$ cat src/rtl/apb_pkg.sv
// Shared APB definitions: bus widths and the bridge FSM state encoding.
package apb_pkg;

  localparam int unsigned APB_DW = 32;
  localparam int unsigned APB_SW = 4;

  typedef logic [1:0] apb_state_t;

  localparam apb_state_t IDLE   = 2'b00;
  localparam apb_state_t SETUP  = 2'b01;
  localparam apb_state_t ACCESS = 2'b10;

endpackage

$ cat src/rtl/apb_wait_timer.sv
// Saturating wait-state counter; expire flags the last allowed ACCESS wait cycle.
module apb_wait_timer #(
  parameter int unsigned TO_CYC = 256
) (
  input  logic clk,
  input  logic rst_n,
  input  logic clear,
  input  logic enable,
  output logic expire
);

  localparam int unsigned TW = (TO_CYC == 0) ? 1 : $clog2(TO_CYC + 1);

  logic [TW-1:0] count_q, count_d;

  always_comb begin
    count_d = count_q;
    if (clear) begin
      count_d = '0;
    end else if (enable && (count_q != '1)) begin
      count_d = count_q + 1'b1;
    end
  end

  always_ff @(posedge clk or negedge rst_n) begin
    if (!rst_n) begin
      count_q <= '0;
    end else begin
      count_q <= count_d;
    end
  end

  // TO_CYC == 0 disables the abort entirely.
  assign expire = (TO_CYC != 0) && (count_q == TW'(TO_CYC - 1));

endmodule

$ cat src/rtl/apb_master_bridge.sv
// APB4 initiator: one outstanding request mapped onto SETUP/ACCESS with wait-state timeout.
module apb_master_bridge
  import apb_pkg::*;
#(
  parameter int unsigned AW     = 32,
  parameter int unsigned TO_CYC = 256
) (
  input  logic              pclk,
  input  logic              preset_n,
  input  logic              cmd_req,
  output logic              cmd_gnt,
  input  logic              cmd_we,
  input  logic [AW-1:0]     cmd_addr,
  input  logic [APB_SW-1:0] cmd_strb,
  input  logic [APB_DW-1:0] cmd_wdata,
  output logic              rsp_vld,
  output logic [APB_DW-1:0] rsp_rdata,
  output logic              rsp_err,
  output logic              psel,
  output logic              penable,
  output logic [AW-1:0]     paddr,
  output logic              pwrite,
  output logic [APB_SW-1:0] pstrb,
  output logic [APB_DW-1:0] pwdata,
  input  logic [APB_DW-1:0] prdata,
  input  logic              pready,
  input  logic              pslverr
);

  apb_state_t          state_q, state_d;
  logic                psel_d, penable_d, pwrite_d;
  logic [AW-1:0]       paddr_d;
  logic [APB_SW-1:0]   pstrb_d;
  logic [APB_DW-1:0]   pwdata_d, rsp_rdata_d;
  logic                rsp_vld_d, rsp_err_d;
  logic                timer_expire;

  apb_wait_timer #(
    .TO_CYC (TO_CYC)
  ) u_wait_timer (
    .clk    (pclk),
    .rst_n  (preset_n),
    .clear  (state_q != ACCESS),
    .enable ((state_q == ACCESS) && !pready),
    .expire (timer_expire)
  );

  assign cmd_gnt = (state_q == IDLE);

  always_comb begin
    state_d     = state_q;
    psel_d      = psel;
    penable_d   = penable;
    paddr_d     = paddr;
    pwrite_d    = pwrite;
    pstrb_d     = pstrb;
    pwdata_d    = pwdata;
    rsp_vld_d   = 1'b0;
    rsp_err_d   = rsp_err;
    rsp_rdata_d = rsp_rdata;
    case (state_q)
      IDLE: begin
        if (cmd_req) begin
          state_d   = SETUP;
          psel_d    = 1'b1;
          penable_d = 1'b0;
          paddr_d   = cmd_addr;
          pwrite_d  = cmd_we;
          pstrb_d   = cmd_we ? cmd_strb : '0;
          pwdata_d  = cmd_we ? cmd_wdata : '0;
        end
      end
      SETUP: begin
        state_d   = ACCESS;
        penable_d = 1'b1;
      end
      ACCESS: begin
        if (pready) begin
          state_d     = IDLE;
          psel_d      = 1'b0;
          penable_d   = 1'b0;
          rsp_vld_d   = 1'b1;
          rsp_err_d   = pslverr;
          rsp_rdata_d = (!pwrite && !pslverr) ? prdata : '0;
        end else if (timer_expire) begin
          // Hung responder: abort and report an error; a late pready lands in IDLE.
          state_d     = IDLE;
          psel_d      = 1'b0;
          penable_d   = 1'b0;
          rsp_vld_d   = 1'b1;
          rsp_err_d   = 1'b1;
          rsp_rdata_d = '0;
        end
      end
      default: begin
        state_d   = IDLE;
        psel_d    = 1'b0;
        penable_d = 1'b0;
      end
    endcase
  end

  always_ff @(posedge pclk or negedge preset_n) begin
    if (!preset_n) begin
      state_q   <= IDLE;
      psel      <= 1'b0;
      penable   <= 1'b0;
      paddr     <= '0;
      pwrite    <= 1'b0;
      pstrb     <= '0;
      pwdata    <= '0;
      rsp_vld   <= 1'b0;
      rsp_err   <= 1'b0;
      rsp_rdata <= '0;
    end else begin
      state_q   <= state_d;
      psel      <= psel_d;
      penable   <= penable_d;
      paddr     <= paddr_d;
      pwrite    <= pwrite_d;
      pstrb     <= pstrb_d;
      pwdata    <= pwdata_d;
      rsp_vld   <= rsp_vld_d;
      rsp_err   <= rsp_err_d;
      rsp_rdata <= rsp_rdata_d;
    end
  end

endmodule

$ cat config.mk
export PLATFORM = sky130hd
export DESIGN_NAME = apb_master_bridge
export DESIGN_NICKNAME = d
export VERILOG_FILES = /design/src/rtl/apb_pkg.sv /design/src/rtl/apb_wait_timer.sv /design/src/rtl/apb_master_bridge.sv
export SDC_FILE = /design/constraint.sdc
export NUM_CORES = 1
export LEC_CHECK = 0
export BUFFER_PORTS_ARGS = -buffer_cell sky130_fd_sc_hd__buf_2
export CORE_MARGIN = 1
export CORE_UTILIZATION = 44
export CTS_BUF_LIST = sky130_fd_sc_hd__clkbuf_2
export CTS_CLUSTER_SIZE = 8
export DETAILED_ROUTE_END_ITERATION = 7
export GPL_TIMING_DRIVEN = 0
export PLACE_DENSITY = 0.87
export SYNTH_ARGS = -nofsm -noshare
export SYNTH_HDL_FRONTEND = slang
export SYNTH_SLANG_ARGS = --single-unit
$ cat constraint.sdc
create_clock -name pclk -period 1.9 [get_ports pclk]
set_clock_uncertainty 0.15 [all_clocks]
set_input_delay 0.285 -clock pclk [delete_from_list [all_inputs] [get_ports pclk]]
set_output_delay 0.285 -clock pclk [all_outputs]
set_load 0.1 [all_outputs]
==> key figures <==
Status
  • Status: finished, violations left
  • Failing checks: negative hold slack, negative setup slack

Logic synthesis
  • Cell Area, Synth: 4610 sq um
  • Async S/R FF share, synth: 100%
  • Seq/Total Area, Yosys: 62.5%
  • Synth Net Count: 477
  • Top cell type's share of synthesized area: 62.5%
  • Post-synth EDFFs: 0
  • #FFs+latches synth: 115
  • Synth warn: 0
  • Most numerous cell in the Yosys netlist: dfrtp_1
  • Post-Syn Instances: 368
  • Mean Syn Cell Area: 12.5 sq um
  • Synth top cells by count: dfrtp_1, nand2_1, o21ai_0, mux2_4, a22o_1
  • Yosys top cell by area: dfrtp_1
  • Synth unique cells: 28
  • Area contributors post-synth: dfrtp_1, mux2_4, nand2_1
  • Synth Flop Type: dfrtp_1

Clocking
  • Clk slew on worst S/H paths: 0.22 ns
  • Buffer depth of the longest clock path: 2
  • CTS sink count: 115
  • CTS tree: built
  • Worst-skew pair later-pin latency: 0.67 ns
  • Cts bufs inserted: 17
  • Hold_buf cts: 111
  • Clk root buf: clkbuf_2
  • Htree depth: 4

Drt
  • Detailed Route Iter0 Violations: 296
  • Vias/cell: 5.45
  • Antenna Nets Post-Route: 0
  • Routed wire length: 20100 um
  • Wire per inst: 22.6 um
  • DRC violation count after routing: 0
  • Detailed Routing Iterations Pass 1: 5
  • Total number of vias: 4843

STA
  • WHS: -0.0496 ns
  • Worst setup margin: -0.262 ns
  • RSZ-0062 raised after global routing: yes
  • Final Max Slew Viols: 0
  • Hold Violations, Final: 35
  • Fmax: 462 MHz
  • Final setup fails: 108
  • Final Critical Period: 2.16 ns
  • Period utilization: 114%
  • Max_slew headroom: 54.5%
  • Worst Tran Pin Value: 0.683 ns
  • Final TNS setup: -11.09 ns

Die
  • Die Y-Extent: 104 um
  • Core box area: 9950 sq um
  • DIE AREA: 10900 sq um
  • Die Wd: 104 um
  • Starting Density: 46.3%
  • I/O pin cnt: 212
  • # rows: 36

Setup path
  • Reg-to-Reg End: u_wait_timer.count_q[6]
  • Crit end category: register
  • CP bufs+invs: 0
  • CP delay by family, top: simple AND/OR/NAND/NOR gates
  • Crit-path cells: ha_4 > nand2_4 > nor3_4 > ha_2 > or3b_4 > or4_4 > a21oi_2
  • Levels on crit path: 7
  • End of the critical path: u_wait_timer.count_q[6]
  • CP startpoint kind: register
  • Crit-path max FO: 4
  • R2R Setup Slk: -0.26 ns
  • Critical Path Slowest Stage Cell: dfrtp_1
  • Setup CP Type: register to register
  • FF-to-FF Start: u_wait_timer.count_q[1]
  • Setup crit start: u_wait_timer.count_q[1]
  • Required time worst endpoint: 2.37 ns
  • Worst path max stage delay: 0.46 ns
  • Cells on worst reg2reg path: 7
  • Arr. time, crit path: 2.63 ns

Placement
  • DP HPWL: 8590 um
  • Global placer's final weighted congestion: 0.828
  • # port buffers: 210

Global route
  • GRT Util Overall: 30.5%
  • First-pass GRT wire length: 25200 um
  • Initial antenna violation count: 1
  • Total grt overflow: 0
  • Vias in the first global route: 4814
  • Largest net degree at the start of global routing: 68

Final layout
  • Final net count: 850
  • Area Growth Syn to Fin: 86.6%
  • # fillers: 423
  • Sequential Area: 2890 sq um
  • Layout cells sized above 1: 54.0%
  • Area occupied by multi-input gates: 1940 sq um

Worst hold path
  • Hold/Removal Path Class: input pin to asynchronous set/reset pin

Job
  • Max Cap Violations: 0
stage by stage:
step / cells / hold slack, ns / cell area (sq um) / worst slack, ns / utilization [%]
2_1_floorplan: 368 / -0.161 / 4620 / -0.0687 / -
3_3_place_gp: 711 / 0.310 / 5840 / -1.16 / 58.7
3_5_place_dp: 712 / 0.206 / 5870 / -0.311 / 59.0
4_1_cts: 862 / -0.0774 / 7690 / -0.152 / 77.2
5_1_grt: 888 / -0.0785 / 8600 / -0.289 / 86.3
6_report: 888 / -0.0496 / 8600 / -0.262 / 86.3
what timing repair did:
action	CTS	global route
pin swaps	4	46
hold endpoints to repair	227	35
gates cloned	0	13
resized for setup	136	183
setup endpoints to repair	142	114
buffers inserted	7	12
worst register-to-register path, cell delays in order, from the launching register on:
cell,delay [ns]
dfrtp_1,0.46
ha_4,0.19
nand2_4,0.08
nor3_4,0.04
ha_2,0.18
or3b_4,0.40
or4_4,0.45
a21oi_2,0.17
routing by layer:
metal | GRT usage (%) | vias up | part of all wire (%)
met1 | 33.2 | 2350 | 34
li1 | - | 2036 | -
met4 | 17.4 | 0 | 6.2
met2 | 53.0 | 331 | 52
met5 | 0 | - | 0
met3 | 8.65 | 126 | 7.7
placed cells by master, fill, tap and decap left out, drive strengths merged, types with 2 or more instances in the layout:
cell	netlist	routed
buf	13	248
nand3	2	2
dfrtp	115	115
nand2	81	81
nor2	4	4
o31ai	2	2
mux2	33	33
a21oi	7	7
or3b	2	2
clkinv	0	6
bufinv	0	4
clkbuf	10	35
or3	2	2
inv	6	9
clkinvlp	0	2
a22o	32	32
nand2b	2	2
ha	3	3
nor3	3	3
o21ai	42	42
dlygate4sd3	0	110
or4	2	2
area by class of cell:
type | count | area share [%]
inverter | 6 | 0.262
antenna | 1 | 0.0291
buffer | 23 | 3.09
tap | 133 | 1.94
sequential | 115 | 33.6
multi-input combinational | 224 | 22.6
timing repair buffer | 354 | 35.1
clock inverter | 15 | 2.40
clock buffer | 17 | 0.990
flip-flops by register name, indices dropped and copies added, names as in the netlist:
name	cells
penable	1
rsp_rdata	32
pwrite	1
pstrb	4
rsp_vld	1
u_wait_timer.count_q	9
psel	1
pwdata	32
state_q	1
rsp_err	1
paddr	32
cell families after synthesis:
kind of cell             count (synthesis)  synth area share (%)
buffers and inverters                   29                  3.80
multiplexers                            34                  11.0
AND/OR/NAND/NOR                        101                  9.62
flip-flops                             115                  62.5
AO/OA/AOI/OAI                           85                  12.1
adder cells (fa/ha/maj)                  3                 0.815
XOR/XNOR                                 1                 0.190
worst min path at each step:
stage,start,end,slack (ns),cells after the start
floorplan,preset_n,paddr[0],-0.16,0
global placement,pwdata[28],pwdata[28],0.31,2
detailed placement,preset_n,paddr[1],0.21,1
CTS,preset_n,paddr[6],-0.08,2
global route,preset_n,paddr[6],-0.08,2
finish,preset_n,paddr[6],-0.05,2
Power is not shown: default switching activity piles up to over one toggle a cycle in this logic, so the estimate is an artifact.
